==> config.mk <==
export PLATFORM = sky130hd
export DESIGN_NAME = edge_window_sum
export DESIGN_NICKNAME = d
export VERILOG_FILES = /design/src/rtl/edge_window_sum.sv
export SDC_FILE = /design/constraint.sdc
export NUM_CORES = 2
export LEC_CHECK = 0
export BUFFER_PORTS_ARGS = -buffer_cell sky130_fd_sc_hd__buf_2
export CORE_UTILIZATION = 40
export CTS_CLUSTER_SIZE = 40
export DETAILED_ROUTE_END_ITERATION = 6
export PLACE_DENSITY = 0.58
export SYNTH_ARGS = -nofsm -noshare
export SYNTH_HDL_FRONTEND = slang
export SYNTH_SLANG_ARGS = --single-unit
==> constraint.sdc <==
create_clock -name clk -period 9.7 [get_ports clk]
set_input_delay 0.485 -clock clk [delete_from_list [all_inputs] [get_ports clk]]
set_output_delay 0.485 -clock clk [all_outputs]
set_load 0.02 [all_outputs]
==> src/rtl/edge_window_sum.sv <==
// Moving-window summer for the edge-trigger datapath.
// Accepts one unsigned sample per strobe and reports the sum of the last W
// accepted samples, one cycle after each sample that leaves the window full.
// W is latched when the block leaves IDLE. Later changes to window_width_i
// are ignored until the next reset or clear.
// The sample buffer is never cleared. An entry is subtracted only after the
// fill phase has rewritten it, so old contents cannot reach the sum.
// SUM_W must be at least DIN_W + PTR_W, so a full window cannot overflow.
//
// Handshake: a sample is taken on a rising clk edge when enable_i and
// din_valid_i are both high, the block is past IDLE, and clear_i is low.
// The block is never busy, so there is no ready signal. sum_valid_o is a
// one-cycle pulse, and sum_o holds its value between pulses.
module edge_window_sum #(
  parameter int DIN_W = 14,
  parameter int SUM_W = 32,
  parameter int PTR_W = 8
) (
  input  logic             clk,
  input  logic             reset_i,
  input  logic             clear_i,
  input  logic             enable_i,
  input  logic [PTR_W-1:0] window_width_i,
  input  logic [DIN_W-1:0] din_i,
  input  logic             din_valid_i,
  output logic [SUM_W-1:0] sum_o,
  output logic             sum_valid_o,
  output logic             full_o,
  output logic [PTR_W-1:0] fill_cnt_o,
  output logic [1:0]       state_dbg_o
);

  localparam int DEPTH = 1 << PTR_W;

  typedef enum logic [1:0] {
    IDLE = 2'd0,
    FILL = 2'd1,
    RUN  = 2'd2
  } state_t;

  state_t           state;
  logic [PTR_W-1:0] wl;
  logic [PTR_W-1:0] wr_ptr;
  logic [SUM_W-1:0] acc_sum;
  logic [DIN_W-1:0] mem [DEPTH];

  logic             acc;
  logic             fill_done;
  logic [DIN_W-1:0] old_sample;
  logic [SUM_W-1:0] sum_next;
  logic [PTR_W-1:0] ptr_next;
  logic [PTR_W-1:0] fill_inc;

  assign state_dbg_o = state;

  // Accept decode, next running sum, and next write pointer.
  // The old entry is read here, before this cycle's write, so it is the
  // sample leaving the window.
  always_comb begin
    acc        = enable_i & din_valid_i & (state != IDLE);
    old_sample = mem[wr_ptr];
    fill_inc   = fill_cnt_o + PTR_W'(1);
    fill_done  = (state == FILL) && (fill_inc == wl);
    sum_next   = acc_sum + SUM_W'(din_i);
    if (state == RUN) begin
      sum_next = acc_sum + SUM_W'(din_i) - SUM_W'(old_sample);
    end
    ptr_next = wr_ptr + PTR_W'(1);
    if (wr_ptr == wl - PTR_W'(1)) begin
      ptr_next = '0;
    end
  end

  // Sample buffer: synchronous write of each accepted sample.
  always_ff @(posedge clk) begin
    if (acc && !clear_i && !reset_i) begin
      mem[wr_ptr] <= din_i;
    end
  end

  // Control FSM with registered sum, pulse, and fill outputs.
  always_ff @(posedge clk or posedge reset_i) begin
    if (reset_i) begin
      state       <= IDLE;
      wl          <= PTR_W'(1);
      wr_ptr      <= '0;
      acc_sum     <= '0;
      sum_o       <= '0;
      sum_valid_o <= 1'b0;
      full_o      <= 1'b0;
      fill_cnt_o  <= '0;
    end else if (clear_i) begin
      state       <= IDLE;
      wl          <= PTR_W'(1);
      wr_ptr      <= '0;
      acc_sum     <= '0;
      sum_o       <= '0;
      sum_valid_o <= 1'b0;
      full_o      <= 1'b0;
      fill_cnt_o  <= '0;
    end else begin
      sum_valid_o <= 1'b0;
      case (state)
        IDLE: begin
          if (enable_i) begin
            wl    <= (window_width_i == '0) ? PTR_W'(1) : window_width_i;
            state <= FILL;
          end
        end
        FILL: begin
          if (acc) begin
            acc_sum    <= sum_next;
            fill_cnt_o <= fill_inc;
            wr_ptr     <= ptr_next;
            if (fill_done) begin
              full_o      <= 1'b1;
              state       <= RUN;
              sum_o       <= sum_next;
              sum_valid_o <= 1'b1;
            end
          end
        end
        RUN: begin
          if (acc) begin
            acc_sum     <= sum_next;
            wr_ptr      <= ptr_next;
            sum_o       <= sum_next;
            sum_valid_o <= 1'b1;
          end
        end
        default: state <= IDLE;
      endcase
    end
  end

endmodule

==> results.toml <==
[die]
die_y_um = 603
dieArea_mm2 = 0.364
die_w_um = 603
top_level_ports = 71
core_mm2 = 0.359
rows = 220
initial_core_util_pct = 40.2

[setup_path]
r2r_end = "acc_sum[20]"
critPathBufInv = 1
crit_top_cell = "mux4_2"
crit_chain = "buf_12, mux4_2, mux4_2, a22oi_1, nand2_1, nor4_1, ha_1, nor2b_1, o21ai_0, nand2b_1, and2_1, o31ai_1, a21oi_1, a31oi_2, o21bai_2, a211oi_4, or4b_1, o21ai_2, mux2_1"
critical-path-top-delay-family = "compound AO/OA/AOI/OAI gates"
reg2reg_depth = 19
worst-path-stages = 19
reg2reg_from = "wr_ptr[0]"
worstPathRequired_ns = 10.53
critical_path_class = "flip-flop to flip-flop"
arrival_ns = 8.92
worstSetupStartpointType = "flip-flop"
reg2reg_slack_ns = 1.61
worstPathMaxFanout = 87
slowest_delay_ns = 1.09
crit_slowest_cell = "dfrtp_4"
cp-end-kind = "flip-flop"

[power_and_ir_drop]
netSwitchingFraction_pct = 21.5
power.share.combinational_pct = 4.7
internal_power_mw = 26.5
ir_drop_uv = 142
clockPowerShare_pct = 43.3
p_leak_nw = 50.3
total_power_mw = 33.7
p_sw_mw = 7.25
p_seq_share_pct = 51.9
power_density_mw_per_mm2 = 204

[clock_tree]
cts.htree.levels = 5
clock_sinks = 3676
clkLatencyLatePin_ns = 0.96
post_cts_buffers = 0
cts_made_buffers = 378
cts_root_buf = "clkbuf_16"
clkTransAtPathRegs_ns = 0.06
tritoncts = "done"
clockBufferDepth = 4

[synthesis]
synth-edff-count = 3584
synth_seq_cells = 3676
syn-mean-instance-area_um2 = 21.7
synth.cell_area_mm2 = 0.144
ys_seq_area_share_pct = 76.1
ys_top_cells_by_area = "edfxtp_1, mux4_2, dfrtp_1"
synth_top_area_share_pct = 74.5
yosys.area.top_type = "edfxtp_1"
async_flop_share_pct = 2.50
synth_nets = 6720
synth-main-ff-cell = "edfxtp_1"
ys_warn_count = 0
syn_inst = 6653
synth.distinct_cells = 100

[cells_and_area]
register_area_mm2 = 0.110
final_cell_mix = "edfxtp_1, mux4_2, buf_4, clkbuf_16, nor2_1"
drive_gt1_share_pct = 28.3
final_cells = 12300
nNetsFinal = 7242
multi_input_area_mm2 = 0.0328
design_area_mm2 = 0.165
nFillCells = 29700
fin_util_pct = 46.0
syn_to_final_growth_pct = 14.5
mostFrequentLayoutCell = "edfxtp_1"

[sta]
rsz0062_at_grt = "false"
fmax_mhz = 124
drv_slew = 0
setup_ws_ns = 1.61
whs_ns = 0.0687
tightestPinTransition_ns = 1.26
skew_ns = 0.0633
post-route-min-period_ns = 8.09
min_period_over_period_pct = 83.4
final-setup-viol-count = 0
setup_tns_ns = 0
max_slew_margin_pct = 15.7
finalHoldViolCount = 0

[detailed_routing]
drc_errors = 0
wl_per_cell_um = 34.9
vias_per_cell = 5.99
antenna_left = 0
dr.first_iter.drc_count = 10600
routed_wl_um = 428000
firstDrtPassIters = 6
vias = 73500

[global_routing]
grtUsageTotal_pct = 23.4
grt_pass1_vias = 73000
grt_max_degree = 116
grt_antenna_before_repair = 28
grt_pass1_wl_um = 594000
gr-total-overflow = 0

[placement]
dp_slack_ns = 1.70
dpl_cell_area_mm2 = 0.153
dp_hpwl_um = 264000
io_buffers = 70
dp_cells = 11500
place_congestion = 0.920

[run_status]
status = "complete, no violations"

[worst_hold_path]
min_from = "din_i[13]"
hold_path_class = "input port to flip-flop"
whs_path_depth = 1
hold_end = "mem[124][13]"

[job]
cap_violations = 0
-- timing repair --
| item | CTS | global route |
|---|---|---|
| resized for setup | 0 | 0 |
| hold endpoints to repair | 97 | 0 |
| hold buffers | 27 | 0 |
-- cell usage after synthesis, types with 15 or more instances --
cell      number
o21ai_0       60
buf_2         87
o31ai_1       15
xor2_1        30
mux2i_1      184
nand4_1       31
inv_1         25
nor4_1        18
buf_6         17
nor2_1       327
mux4_2       975
a31oi_1       15
a22oi_1      133
a21oi_1       79
mux2_2        17
nand2_1      188
edfxtp_1    3584
nand3_1       77
clkbuf_1     162
xnor2_1       56
nor2b_1       20
buf_1         68
ha_1          38
nor3_1        37
or3_1         18
a22o_1        34
dfrtp_1       91
and3_1        17
buf_4         36
-- how the worst max path moves through the flow --
stage             endpoint      start  slack (ns)
2_1_floorplan  acc_sum[20]  wr_ptr[0]        2.68
3_3_place_gp   acc_sum[20]  wr_ptr[0]        1.63
3_5_place_dp   acc_sum[20]  wr_ptr[0]        1.70
4_1_cts        acc_sum[20]  wr_ptr[0]        1.65
5_1_grt        acc_sum[20]  wr_ptr[0]        1.24
6_report       acc_sum[20]  wr_ptr[0]        1.61
-- power by group through the flow --
stage | registers (mW) | clock network [mW] | logic (mW)
floorplan | 17.8 | 0 | 0.879
global placement | 17.8 | 0 | 1.54
detailed placement | 17.8 | 0 | 1.57
CTS | 17.5 | 14.8 | 1.59
global route | 17.5 | 15.4 | 1.70
finish | 17.5 | 14.6 | 1.60
-- area by class of cell --
class,instances,share of cell area (%)
Inverter,26,0.0605
Sequential cell,3676,66.5
Timing Repair Buffer,522,2.53
Multi-Input combinational cell,2571,19.8
Tap cell,4773,3.61
Antenna cell,7,0.0106
Clock inverter,243,1.50
Clock buffer,445,5.97
-- routing by layer --
| layer | track usage, % | vias to the layer above | wire [um] |
|---|---|---|---|
| li1 | - | 29100 | - |
| met1 | 32.4 | 39800 | 170000 |
| met2 | 35.8 | 3909 | 196000 |
| met3 | 5.53 | 710 | 43200 |
| met4 | 9.17 | 12 | 18700 |
| met5 | 0 | - | 80 |
-- state kept, by name, indices dropped and copies added (netlist names) --
register	flops
mem	3584
fill_cnt_o	8
acc_sum	32
sum_valid_o	1
wr_ptr	8
full_o	1
state_dbg_o	2
wl	8
sum_o	32
-- kinds of logic (layout without fill, tap and decap cells) --
logic type      after synthesis  count (layout)  share of synthesized area [%]
xor+xnor                     90              90                          0.571
flops                      3676            3676                           76.1
mux                        1188            1188                           16.8
buf+inv                     406            1236                           1.39
compound gates              455             455                           2.23
fa+ha+maj                    40              40                          0.357
simple gates                798             798                           2.56
other cells                   0               7                              0
-- worst reg2reg max path: stages, from the launching register on --
cell	delay [ns]
dfrtp_4	1.09
buf_12	0.72
mux4_2	0.72
mux4_2	0.52
a22oi_1	0.58
nand2_1	0.25
nor4_1	0.59
ha_1	0.37
nor2b_1	0.15
o21ai_0	0.15
nand2b_1	0.11
and2_1	0.20
o31ai_1	0.42
a21oi_1	0.17
a31oi_2	0.34
o21bai_2	0.22
a211oi_4	0.48
or4b_1	0.50
o21ai_2	0.08
mux2_1	0.33
Note: power is estimated with default switching activity, not from simulation.
